[src/rtl/mqtt_demo_axil_regs.sv]
// AXI4-Lite register file for the MQTT demo PL, attached to PS7 M_AXI_GP0.
// The map holds a version word, scratch, control, synchronized status, interrupt
// pending/enable and timestamp registers.
// Optional feature: define MQTT_REGS_TIMESTAMP_EN to build the 64-bit free-running
// timestamp counter. Without it, TS_LO and TS_HI read as 0.
module mqtt_demo_axil_regs #(
    parameter logic [31:0] VERSION   = 32'h0001_0000,
    parameter int unsigned EVT_WIDTH = 8
) (
    input  logic                 aclk,
    input  logic                 aresetn,
    input  logic [4:0]           s_axi_awaddr,
    input  logic                 s_axi_awvalid,
    output logic                 s_axi_awready,
    input  logic [31:0]          s_axi_wdata,
    input  logic [3:0]           s_axi_wstrb,
    input  logic                 s_axi_wvalid,
    output logic                 s_axi_wready,
    output logic [1:0]           s_axi_bresp,
    output logic                 s_axi_bvalid,
    input  logic                 s_axi_bready,
    input  logic [4:0]           s_axi_araddr,
    input  logic                 s_axi_arvalid,
    output logic                 s_axi_arready,
    output logic [31:0]          s_axi_rdata,
    output logic [1:0]           s_axi_rresp,
    output logic                 s_axi_rvalid,
    input  logic                 s_axi_rready,
    output logic [31:0]          ctrl_out,
    input  logic [31:0]          status_in,
    input  logic [EVT_WIDTH-1:0] event_in,
    output logic                 irq
);

    localparam logic [2:0] AddrVersion = 3'd0;
    localparam logic [2:0] AddrScratch = 3'd1;
    localparam logic [2:0] AddrCtrl    = 3'd2;
    localparam logic [2:0] AddrStatus  = 3'd3;
    localparam logic [2:0] AddrIrqPend = 3'd4;
    localparam logic [2:0] AddrIrqEn   = 3'd5;
    localparam logic [2:0] AddrTsLo    = 3'd6;
    localparam logic [2:0] AddrTsHi    = 3'd7;

    // Expand the byte strobes into a bit mask.
    function automatic logic [31:0] strb_mask(input logic [3:0] strb);
        return {{8{strb[3]}}, {8{strb[2]}}, {8{strb[1]}}, {8{strb[0]}}};
    endfunction

    // Write path state
    logic                 aw_held_q, aw_held_d;
    logic [2:0]           awaddr_q, awaddr_d;
    logic                 w_held_q, w_held_d;
    logic [31:0]          wdata_q, wdata_d;
    logic [3:0]           wstrb_q, wstrb_d;
    logic                 bvalid_q, bvalid_d;

    // Read path state
    logic                 rvalid_q, rvalid_d;
    logic [31:0]          rdata_q, rdata_d;

    // Register contents
    logic [31:0]          scratch_q, scratch_d;
    logic [31:0]          ctrl_q, ctrl_d;
    logic [31:0]          status_meta_q, status_q;
    logic [EVT_WIDTH-1:0] irq_pend_q, irq_pend_d;
    logic [EVT_WIDTH-1:0] irq_en_q, irq_en_d;
    logic                 irq_q;

    logic                 aw_hs, w_hs, ar_hs, wr_exec;
    logic [2:0]           wr_addr;
    logic [31:0]          wr_data, wr_mask;
    logic [EVT_WIDTH-1:0] pend_clr;
    logic [31:0]          rd_mux;
    logic [31:0]          ts_lo, ts_hi;

    // Only the word address matters; byte offset bits are dropped.
    logic unused_addr_lsbs;
    assign unused_addr_lsbs = ^{s_axi_awaddr[1:0], s_axi_araddr[1:0]};

    assign s_axi_awready = !aw_held_q && !bvalid_q;
    assign s_axi_wready  = !w_held_q && !bvalid_q;
    assign s_axi_arready = !rvalid_q;
    assign s_axi_bvalid  = bvalid_q;
    assign s_axi_bresp   = 2'b00;
    assign s_axi_rvalid  = rvalid_q;
    assign s_axi_rdata   = rdata_q;
    assign s_axi_rresp   = 2'b00;
    assign ctrl_out      = ctrl_q;
    assign irq           = irq_q;

    assign aw_hs   = s_axi_awvalid && s_axi_awready;
    assign w_hs    = s_axi_wvalid && s_axi_wready;
    assign ar_hs   = s_axi_arvalid && s_axi_arready;
    // Each half comes from its holding register or from a handshake this edge.
    assign wr_exec = (aw_held_q || aw_hs) && (w_held_q || w_hs);
    assign wr_addr = aw_held_q ? awaddr_q : s_axi_awaddr[4:2];
    assign wr_data = w_held_q ? wdata_q : s_axi_wdata;
    assign wr_mask = strb_mask(w_held_q ? wstrb_q : s_axi_wstrb);

`ifdef MQTT_REGS_TIMESTAMP_EN
    logic [63:0] ts_cnt_q;
    logic [31:0] ts_hi_shadow_q;

    // Free-running counter; TS_LO reads latch the upper half for a coherent TS_HI.
    always_ff @(posedge aclk or negedge aresetn) begin
        if (!aresetn) begin
            ts_cnt_q       <= '0;
            ts_hi_shadow_q <= '0;
        end else begin
            ts_cnt_q <= ts_cnt_q + 64'd1;
            if (ar_hs && s_axi_araddr[4:2] == AddrTsLo) begin
                ts_hi_shadow_q <= ts_cnt_q[63:32];
            end
        end
    end

    assign ts_lo = ts_cnt_q[31:0];
    assign ts_hi = ts_hi_shadow_q;
`else
    assign ts_lo = '0;
    assign ts_hi = '0;
`endif

    // Handshake bookkeeping for the independent AW/W capture and the B/R channels.
    always_comb begin
        aw_held_d = aw_held_q;
        awaddr_d  = awaddr_q;
        w_held_d  = w_held_q;
        wdata_d   = wdata_q;
        wstrb_d   = wstrb_q;
        bvalid_d  = bvalid_q;
        rvalid_d  = rvalid_q;
        rdata_d   = rdata_q;
        if (wr_exec) begin
            aw_held_d = 1'b0;
            w_held_d  = 1'b0;
            bvalid_d  = 1'b1;
        end else begin
            if (aw_hs) begin
                aw_held_d = 1'b1;
                awaddr_d  = s_axi_awaddr[4:2];
            end
            if (w_hs) begin
                w_held_d = 1'b1;
                wdata_d  = s_axi_wdata;
                wstrb_d  = s_axi_wstrb;
            end
            if (bvalid_q && s_axi_bready) begin
                bvalid_d = 1'b0;
            end
        end
        if (ar_hs) begin
            rvalid_d = 1'b1;
            rdata_d  = rd_mux;
        end else if (rvalid_q && s_axi_rready) begin
            rvalid_d = 1'b0;
        end
    end

    // Register write decode. An event set takes priority over a same-edge W1C clear.
    always_comb begin
        scratch_d = scratch_q;
        ctrl_d    = ctrl_q;
        irq_en_d  = irq_en_q;
        pend_clr  = '0;
        if (wr_exec) begin
            case (wr_addr)
                AddrScratch: scratch_d = (scratch_q & ~wr_mask) | (wr_data & wr_mask);
                AddrCtrl:    ctrl_d    = (ctrl_q & ~wr_mask) | (wr_data & wr_mask);
                AddrIrqPend: pend_clr  = EVT_WIDTH'(wr_data & wr_mask);
                AddrIrqEn:   irq_en_d  = EVT_WIDTH'((32'(irq_en_q) & ~wr_mask)
                                                    | (wr_data & wr_mask));
                default:     ;
            endcase
        end
        irq_pend_d = (irq_pend_q & ~pend_clr) | event_in;
    end

    // Read data selection from current register state.
    always_comb begin
        rd_mux = '0;
        case (s_axi_araddr[4:2])
            AddrVersion: rd_mux = VERSION;
            AddrScratch: rd_mux = scratch_q;
            AddrCtrl:    rd_mux = ctrl_q;
            AddrStatus:  rd_mux = status_q;
            AddrIrqPend: rd_mux = 32'(irq_pend_q);
            AddrIrqEn:   rd_mux = 32'(irq_en_q);
            AddrTsLo:    rd_mux = ts_lo;
            AddrTsHi:    rd_mux = ts_hi;
            default:     rd_mux = '0;
        endcase
    end

    // State registers, status synchronizer and the registered interrupt output.
    always_ff @(posedge aclk or negedge aresetn) begin
        if (!aresetn) begin
            aw_held_q     <= 1'b0;
            awaddr_q      <= '0;
            w_held_q      <= 1'b0;
            wdata_q       <= '0;
            wstrb_q       <= '0;
            bvalid_q      <= 1'b0;
            rvalid_q      <= 1'b0;
            rdata_q       <= '0;
            scratch_q     <= '0;
            ctrl_q        <= '0;
            status_meta_q <= '0;
            status_q      <= '0;
            irq_pend_q    <= '0;
            irq_en_q      <= '0;
            irq_q         <= 1'b0;
        end else begin
            aw_held_q     <= aw_held_d;
            awaddr_q      <= awaddr_d;
            w_held_q      <= w_held_d;
            wdata_q       <= wdata_d;
            wstrb_q       <= wstrb_d;
            bvalid_q      <= bvalid_d;
            rvalid_q      <= rvalid_d;
            rdata_q       <= rdata_d;
            scratch_q     <= scratch_d;
            ctrl_q        <= ctrl_d;
            status_meta_q <= status_in;
            status_q      <= status_meta_q;
            irq_pend_q    <= irq_pend_d;
            irq_en_q      <= irq_en_d;
            irq_q         <= |(irq_pend_q & irq_en_q);
        end
    end

endmodule

[config.mk]
export PLATFORM = sky130hd
export DESIGN_NAME = mqtt_demo_axil_regs
export DESIGN_NICKNAME = d
export VERILOG_FILES = /design/src/rtl/mqtt_demo_axil_regs.sv
export SDC_FILE = /design/constraint.sdc
export NUM_CORES = 1
export LEC_CHECK = 0
export BUFFER_PORTS_ARGS = -buffer_cell sky130_fd_sc_hd__buf_2
export CAP_MARGIN = 20
export CORE_UTILIZATION = 55
export CTS_CLUSTER_SIZE = 40
export DETAILED_ROUTE_END_ITERATION = 12
export MAX_ROUTING_LAYER = met4
export PLACE_DENSITY = 0.79
export SYNTH_ARGS = -nofsm -noshare
export SYNTH_HDL_FRONTEND = slang
export SYNTH_SLANG_ARGS = --single-unit
[constraint.sdc]
create_clock -name aclk -period 2.5 [get_ports aclk]
set_input_delay 0.25 -clock aclk [delete_from_list [all_inputs] [get_ports aclk]]
set_output_delay 0.25 -clock aclk [all_outputs]
set_load 0.01 [all_outputs]
==> metrics <==
worst-margin pin slew 0.727 ns; Vias/cell 5.59; Site Rows 46; relative slew slack 51.6%; root buffer cell clkbuf_16; GP Congestion 0.850; routed via count 6014; post-layout min period 2.24 ns; Setup crit start kind register; Max Cap Violations 0; outcome finished clean; Main synth FF type dfrtp_1; synthesized area per cell 14.4 sq um; met2 WL 11000 um; fin crit share 89.6%; die area 16700 sq um; clk sinks 220; WP buf/inv 0; DRT Wirelength 21200 um; VDD IR max 0.632 mV; f_max 447 MHz; asr flop ratio synth 100%; leak pwr 0.00532 uW; critical path's top delay family multiplexers; Inserted Clock Buffers 23; I/O Pins 167; Synth Instances 620; post-layout util 71.2%; H-tree levels 1; slowest stage delay, CP 0.58 ns; Final Hold Fails 0; Die Wd 129 um; gr ovfl total 0; Crit Path Max Fanout 11; Fin Setup TNS 0 ns; post-route ant nets 0; DR iter-0 viols 373; top sig layer met4; Post-layout nets 934; HPWL Detailed 13900 um; crit-path most repeated cell mux2_2; crit path cell chain mux2_2, a211oi_4, nand3_2, mux2_2; Worst Setup End Kind register; Starting Density 56.2%; wire length on met1 8660 um; largest net degree at the start of global routing 91; Max Buffers Root-to-Sink 3; max-slew violations 0; leading cell types in the layout, fill and taps excluded dfrtp_1, mux2_2, buf_2; DRC Markers 0; yosys warns 0; total track usage 27.1%; Setup CP Type reg2reg; clk_skew 0.00981 ns; Critical Path RT 2.88 ns; RSZ-0062 raised after global routing false; EDFF count, synth 0; metal3 WL 1110 um; initial antenna violation count 2; final setup vio count 0; Port Buffer Count 158; crit path DAT 2.62 ns; CTS resizes 0; share of cells above drive strength 1 47.4%; Synth cell types 41; Core Area 15800 sq um; CTS tree done; first-pass GRT wire length 33500 um; DIE HEIGHT 129 um; WHS 0.00575 ns; worst skew pair latency 0.50 ns; area grow syn2layout 26.7%; final setup margin 0.260 ns; drt pass-1 iters 8; pwr/cell area 1030 nW/um^2; Worst-path clk slew 0.06 ns; commonest non-fill, non-tap cell in the layout dfrtp_1; Syn Std Cell Area 8900 sq um; per-cell routed wire length 19.7 um; Seq/Total Area, Yosys 61.9%; #FFs+latches synth 220; Hold/Removal Path Class in2reg; dpl ws 0.251 ns; CP max-delay cell dfrtp_1; vias in the first global route 6414; Power, Total 11600 uW
worst register-to-register path, stage by stage (launching register included):
cell,delay [ns]
dfrtp_1,0.58
mux2_2,0.41
a211oi_4,0.41
nand3_2,0.35
mux2_2,0.38
metal layers:
| metal | track usage (%) | vias up |
|---|---|---|
| met5 | - | - |
| met4 | 8.93 | 0 |
| met3 | 4.29 | 31 |
| met2 | 46.1 | 207 |
| met1 | 33.1 | 3099 |
| li1 | - | 2677 |
worst paths after layout:
| kind | startpoint | end | slack [ns] | cells after the start |
|---|---|---|---|---|
| min in group asynchronous | aresetn | status_q[10]$_DFF_PN0_ | 0.36 | 2 |
| max in group asynchronous | aresetn | status_meta_q[5]$_DFF_PN0_ | 1.36 | 3 |
| worst min register to register | status_meta_q[1]$_DFF_PN0_ | status_q[1]$_DFF_PN0_ | 0.35 | 0 |
| worst max register to register | aw_held_q$_DFFE_PN0P_ | register | 0.26 | 4 |
| worst max-delay path | aw_held_q$_DFFE_PN0P_ | register | 0.26 | 4 |
| worst min-delay path | s_axi_wstrb[0] | wstrb_q[0]$_DFFE_PN0P_ | 0.006 | 2 |
synthesized netlist by cell type, types with 3 or more instances:
master      n  share of area, %
buf_2       9              0.51
mux2_2    176                22
nor2b_1     5              0.35
nand4_4     3              0.72
a31oi_1     8              0.56
a32oi_1     3              0.30
o21ai_0    28               1.6
mux2i_1     5              0.56
clkbuf_1   16              0.67
a32o_1      4              0.45
nand3_2     4              0.45
a22oi_1    31               2.6
nor3_1      3              0.17
buf_1       4              0.17
a22o_1      5              0.49
a221o_1     4              0.45
inv_1      12              0.51
o211ai_1    3              0.25
nor2_1     14              0.59
dfrtp_1   220                62
buf_4       4              0.34
nand2_1    35               1.5
through the flow:
step | std cells | cell area [sq um]
6_report | 1075 | 11300
5_1_grt | 1075 | 11300
4_1_cts | 1071 | 11300
3_5_place_dp | 982 | 10000
3_3_place_gp | 982 | 10000
2_1_floorplan | 623 | 8910
what timing repair did:
item / in CTS / in global routing
endpoints found under the setup margin: 0 / 0
setup buffers: 0 / 0
hold buffers: 49 / 1
endpoints found under the hold margin: 132 / 1
area by class of cell:
type	count	area [sq um]
clock inverters	7	87.6
fillers	1067	4560
clock buffers	33	663
multi-input cells	356	3200
well taps	216	270
repair buffers	228	1490
diodes	3	7.51
inverters	12	45.0
flip-flops and latches	220	5510
power by group:
part | total (uW) | internal [uW] | switching, uW
combinational | 3000 | 1610 | 1390
sequential | 5220 | 4550 | 666
clock | 3360 | 2040 | 1320
cell families (layout without fill, tap and decap cells):
| family | count (synthesis) | count (layout) | share of synthesized area [%] |
|---|---|---|---|
| buf+inv | 47 | 280 | 2.38 |
| compound gates | 94 | 94 | 7.44 |
| mux | 183 | 183 | 23.2 |
| simple gates | 75 | 75 | 5.06 |
| flops | 220 | 220 | 61.9 |
| other cells | 1 | 7 | 0.0421 |
Note: power is estimated with default switching activity, not from simulation.
